**src/rtl/jtdd_snd_romarb.sv**
```systemverilog
// jtdd_snd_romarb
// Shares one 8-bit ROM port between the sound CPU and two ADPCM sample
// readers. Each requester owns a one-byte cache entry (valid, full-address
// tag, data). A miss raises a fetch through the ROM port and the returned
// byte is written into the requester's entry.
//
// Ports
//   clk, rstn            : 24 MHz clock, asynchronous active-low reset
//   cpu_addr/cs/data/ok  : sound CPU ROM request (15-bit byte address)
//   ad0_addr/cs/data/ok  : ADPCM0 sample request (16-bit byte address)
//   ad1_addr/cs/data/ok  : ADPCM1 sample request (16-bit byte address)
//   rom_addr/cs          : shared ROM request (18-bit byte address)
//   rom_data/ok          : shared ROM response
module jtdd_snd_romarb #(
    parameter logic [17:0] CPU_OFFSET = 18'h00000,
    parameter logic [17:0] AD0_OFFSET = 18'h10000,
    parameter logic [17:0] AD1_OFFSET = 18'h20000
) (
    input  logic        clk,
    input  logic        rstn,
    input  logic [14:0] cpu_addr,
    input  logic        cpu_cs,
    output logic [7:0]  cpu_data,
    output logic        cpu_ok,
    input  logic [15:0] ad0_addr,
    input  logic        ad0_cs,
    output logic [7:0]  ad0_data,
    output logic        ad0_ok,
    input  logic [15:0] ad1_addr,
    input  logic        ad1_cs,
    output logic [7:0]  ad1_data,
    output logic        ad1_ok,
    output logic [17:0] rom_addr,
    output logic        rom_cs,
    input  logic [7:0]  rom_data,
    input  logic        rom_ok
);

    typedef enum logic [1:0] {IDLE, ISSUE, WAIT} state_t;

    localparam logic [1:0] G_CPU = 2'd0;
    localparam logic [1:0] G_AD0 = 2'd1;
    localparam logic [1:0] G_AD1 = 2'd2;

    state_t      st, st_nx;
    logic [2:0]  valid;
    logic [14:0] cpu_tag;
    logic [15:0] ad0_tag, ad1_tag;
    logic [1:0]  gnt;
    logic [15:0] gaddr;
    logic        ptr;       // 0: prefer ADPCM0 when both ADPCM channels wait
    logic [1:0]  starv;     // consecutive CPU grants that passed over ADPCM

    logic        cpu_pend, ad0_pend, ad1_pend, ad_pend, any_pend, force_ad;
    logic [1:0]  sel;
    logic [15:0] sel_addr;
    logic [17:0] sel_off;

    assign cpu_ok = cpu_cs & valid[0] & (cpu_tag == cpu_addr);
    assign ad0_ok = ad0_cs & valid[1] & (ad0_tag == ad0_addr);
    assign ad1_ok = ad1_cs & valid[2] & (ad1_tag == ad1_addr);

    assign cpu_pend = cpu_cs & ~cpu_ok;
    assign ad0_pend = ad0_cs & ~ad0_ok;
    assign ad1_pend = ad1_cs & ~ad1_ok;
    assign ad_pend  = ad0_pend | ad1_pend;
    assign any_pend = cpu_pend | ad_pend;
    assign force_ad = (starv == 2'd2) & ad_pend;

    assign rom_cs = (st != IDLE);

    // Grant selection, only consumed in IDLE
    always_comb begin
        sel      = G_CPU;
        sel_addr = {1'b0, cpu_addr};
        sel_off  = CPU_OFFSET;
        if (ad_pend && (!cpu_pend || force_ad)) begin
            if (ad0_pend && (!ad1_pend || !ptr)) begin
                sel      = G_AD0;
                sel_addr = ad0_addr;
                sel_off  = AD0_OFFSET;
            end else begin
                sel      = G_AD1;
                sel_addr = ad1_addr;
                sel_off  = AD1_OFFSET;
            end
        end
    end

    always_comb begin
        st_nx = st;
        case (st)
            IDLE:    if (any_pend) st_nx = ISSUE;
            ISSUE:   st_nx = WAIT;
            WAIT:    if (rom_ok) st_nx = IDLE;
            default: st_nx = IDLE;
        endcase
    end

    always_ff @(posedge clk or negedge rstn) begin
        if (!rstn) st <= IDLE;
        else       st <= st_nx;
    end

    always_ff @(posedge clk or negedge rstn) begin
        if (!rstn) begin
            valid    <= 3'b000;
            cpu_tag  <= '0;
            ad0_tag  <= '0;
            ad1_tag  <= '0;
            cpu_data <= '0;
            ad0_data <= '0;
            ad1_data <= '0;
            gnt      <= G_CPU;
            gaddr    <= '0;
            rom_addr <= '0;
            ptr      <= 1'b0;
            starv    <= '0;
        end else begin
            if (st == IDLE) begin
                // the starvation count only matters while ADPCM is waiting
                if (!ad_pend) starv <= '0;
                if (any_pend) begin
                    gnt      <= sel;
                    gaddr    <= sel_addr;
                    rom_addr <= sel_off + {2'b00, sel_addr};   // wraps mod 2^18
                    if (sel == G_CPU) begin
                        if (ad_pend && starv != 2'd2) starv <= starv + 2'd1;
                    end else begin
                        ptr   <= ~ptr;
                        starv <= '0;
                    end
                end
            end
            if (st == WAIT && rom_ok) begin
                case (gnt)
                    G_CPU: begin
                        cpu_tag  <= gaddr[14:0];
                        cpu_data <= rom_data;
                        valid[0] <= 1'b1;
                    end
                    G_AD0: begin
                        ad0_tag  <= gaddr;
                        ad0_data <= rom_data;
                        valid[1] <= 1'b1;
                    end
                    default: begin
                        ad1_tag  <= gaddr;
                        ad1_data <= rom_data;
                        valid[2] <= 1'b1;
                    end
                endcase
            end
        end
    end

endmodule
```
**config.mk**
```make
export PLATFORM = sky130hd
export DESIGN_NAME = jtdd_snd_romarb
export DESIGN_NICKNAME = d
export VERILOG_FILES = /design/src/rtl/jtdd_snd_romarb.sv
export SDC_FILE = /design/constraint.sdc
export NUM_CORES = 1
export LEC_CHECK = 0
export ABC_CLOCK_PERIOD_IN_PS = 5500
export CORE_UTILIZATION = 32
export CTS_BUF_LIST = sky130_fd_sc_hd__clkbuf_2
export DETAILED_ROUTE_END_ITERATION = 12
export PLACE_DENSITY_LB_ADDON = 0.12
export SLEW_MARGIN = 20
export SYNTH_ARGS = -nofsm -noshare
export SYNTH_HDL_FRONTEND = slang
export SYNTH_SLANG_ARGS = --single-unit
export TNS_END_PERCENT = 1
```
**constraint.sdc**
```tcl
create_clock -name clk -period 5.5 [get_ports clk]
set_input_delay 0.825 -clock clk [delete_from_list [all_inputs] [get_ports clk]]
set_output_delay 0.825 -clock clk [all_outputs]
set_load 0.01 [all_outputs]
```
==> run_results.csv <==
group,metric,value,unit
detailed_routing,route.final.wire_length,13000,microns
global_route,grt_antenna_before_repair,1,
logic_synthesis,synthTopCellsByCount,"97 x dfrtp_1, 48 x o21ai_0, 40 x mux2_2, 36 x nand2_1, 33 x xnor2_1",
timing,final-setup-viol-count,0,
detailed_routing,number_of_drc_markers_in_iteration_0,116,
cells_and_area,area.growth.synth_to_final,29.0,%
timing,timing.max_slew.rel_slack,28.6,%
global_route,grt_util_all_layers,18.7,%
timing,final_period_minus_worst_setup_slack,3980,ps
detailed_routing,firstDrtPassIters,4,
timing,timing_worst_slew_pin_value,1070,ps
die,design.portCount,107,
place,io_buffer_count,106,
setup_path,critical_path_class,"input port to output port",
setup_path,critical_path.startpoint_type,"input port",
logic_synthesis,share_of_synthesized_flip_flops_with_an_asynchronous_set_or_reset,100,%
global_route,grt_pass1_wl,20300,microns
global_route,via_count_of_the_first_global_routing_pass,3516,
min_path,hold_path_class,"input port to async pin",
die,initial_util,33.1,%
logic_synthesis,yosys_register_bits,97,
setup_path,cp.required,4680,ps
die,area_of_the_die,0.0149,sq mm
setup_path,cp.arrival,3150,ps
logic_synthesis,synthDominantAreaCellType,"dfrtp_1",
detailed_routing,post_drt_via_cell_ratio,4.94,
logic_synthesis,synth.cell_area,0.00463,sq mm
timing,fmaxAchievable,251,MHz
place,place.gp.congestion,0.765,
detailed_routing,via_count,3382,
cells_and_area,layout-drive-gt1-share,16.3,%
global_route,maximum_number_of_pins_on_one_net_before_global_route_repair,62,
clock_network,holdBufCountCts,0,
pwr,total_power,2.95,mW
die,floorplan.core_area,0.0140,sq mm
pwr,power.density,494,mW/mm^2
logic_synthesis,post_synth_main_area_contributors,"dfrtp_1 52%, mux2_2 9.7%, xnor2_1 6.2%",
run_status,run_status,"finished clean",
pwr,ir_drop,0.201,mV
clock_network,cts_htree_levels,3,
logic_synthesis,synth_seq_area_share,52.4,%
setup_path,path_max_fanout,3,
logic_synthesis,synth_edf_count,0,
timing,clock_skew,29.5,ps
setup_path,end_kind,"output port",
cells_and_area,layout.nets,560,
timing,rsz0062_at_grt,"no",
timing,final.period_utilization,72.4,%
logic_synthesis,synthesis.yosys.warnings,0,
clock_network,clock_sink_count,97,
logic_synthesis,synth_unique_cells,41,
logic_synthesis,postSynthNetCount,461,
clock_network,number_of_post_cts_setup_repair_buffers,0,
logic_synthesis,synth_top_area_share,52.4,%
clock_network,cts_tree,"done",
clock_network,cts_inserted_buffers,9,
logic_synthesis,leading_cell_type_by_number_of_instances_after_synthesis,"dfrtp_1",
pwr,cellLeakagePower,2.42,nW
clock_network,clock_input_transition_at_the_sequential_cells_of_the_worst_setup_and_hold_paths,270,ps
clock_network,clock_path_buffers,2,
logic_synthesis,synth_cells,399,
detailed_routing,drt-wirelength-per-cell,19.0,microns
flow_run,max_capacitance_violation_count,0,
clock_network,cts_resized,0,
place,dp_hpwl,9290,microns
timing,setup_total_negative_slack,0,ps
clock_network,clk-insertion-delay-late,610,ps
detailed_routing,drt_antenna_net_count,0,
die,chipWidth,122,microns
die,die-height,122,microns
timing,finalHoldViolations,0,
logic_synthesis,main_flop_type_after_synthesis,"dfrtp_1",
logic_synthesis,syn-mean-instance-area,11.6,sq um
clock_network,root_buffer,"clkbuf_2",
global_route,grt-ovfl-total,0,
timing,maxSlewViolCount,0,
die,floorplan.rows,43,
timing,fin_worst_hold_slack,135,ps
detailed_routing,drc_violation_count_after_routing,0,
==> cell usage in the layout (no fill, tap or decap), types with 2 or more instances in the layout <==
cell type / count
clkdlybuf4s50_1: 105
dfrtp_1: 97
o21ai_0: 48
mux2_2: 40
nand2_1: 36
xnor2_1: 33
inv_1: 20
o22ai_1: 17
xor2_1: 15
a21boi_0: 15
a211oi_2: 10
clkbuf_2: 9
nand4_1: 7
a211oi_1: 5
nand3_1: 4
buf_4: 4
nor4_1: 3
nor2_1: 3
clkinvlp_4: 3
or4_4: 2
or2_2: 2
nand2b_1: 2
bufinv_16: 2
==> kinds of logic (layout without fill, tap and decap cells) <==
kind of cell | Yosys count | after routing | synth area share, %
other cells | 0 | 1 | 0
flops | 97 | 97 | 52.4
simple gates | 66 | 66 | 7.33
mux | 41 | 41 | 9.95
xor+xnor | 48 | 48 | 9.08
buf+inv | 41 | 145 | 4.41
compound gates | 105 | 105 | 16.5
fa+ha+maj | 1 | 1 | 0.270
==> critical path: stages <==
cell and delay, ps:
clkdlybuf4s50_1 480, xor2_1 200, nor4_1 500, nand2_1 220, nor3_1 330, clkdlybuf4s50_1 600
==> per-layer routing <==
layer / share of wire [%] / GRT usage [%]
met1: 47 / 25.3
met2: 46 / 28.9
met3: 4.3 / 3.35
met4: 2.3 / 8.38
met5: 0 / 0
==> power by group <==
| group | internal (mW) | switching, mW | total [mW] |
|---|---|---|---|
| clock | 0.148 | 0.255 | 0.404 |
| sequential | 1.04 | 0.238 | 1.28 |
| combinational | 0.667 | 0.601 | 1.27 |
| total | 1.86 | 1.09 | 2.95 |
==> state kept, by name, summed over array words and instances (netlist names) <==
register / count
ad0_tag: 16
st: 2
ad1_tag: 16
ad0_data: 8
ptr: 1
cpu_tag: 15
valid: 3
rom_addr: 18
ad1_data: 8
starv: 2
cpu_data: 8
==> through the flow <==
step / std cells / utilization [%] / worst slack, ps / area, sq um
floorplan: 399 / - / 2800 / 4630
global placement: 667 / 41.6 / 1200 / 5820
detailed placement: 667 / 41.6 / 1200 / 5820
CTS: 683 / 42.6 / 1600 / 5960
global route: 684 / 42.7 / 1430 / 5970
finish: 684 / 42.7 / 1520 / 5970
==> area by class of cell <==
| cell class | count | area (sq um) |
|---|---|---|
| Timing Repair Buffer | 109 | 1080 |
| Multi-Input combinational cell | 261 | 2020 |
| Clock buffer | 9 | 45.0 |
| Fill cell | 1377 | 8020 |
| Antenna cell | 1 | 2.50 |
| Inverter | 20 | 75.1 |
| Clock inverter | 7 | 95.1 |
| Tap cell | 180 | 225 |
| Sequential cell | 97 | 2430 |
==> final timing paths <==
kind | start | to | slack (ps) | depth (start not counted)
setup / recovery | ad0_addr[9] | ad0_ok | 1520 | 6
hold / removal | rstn | rom_addr[3] | 130 | 1
setup reg to reg | ad1_tag[13] | rom_addr[15] | 2060 | 7
hold reg to reg | valid[1] | valid[1] | 510 | 1
max in group asynchronous | rstn | cpu_tag[14] | 4180 | 2
min in group clk | valid[1] | valid[1] | 510 | 1
No activity file was read; power rests on OpenSTA's default activity.
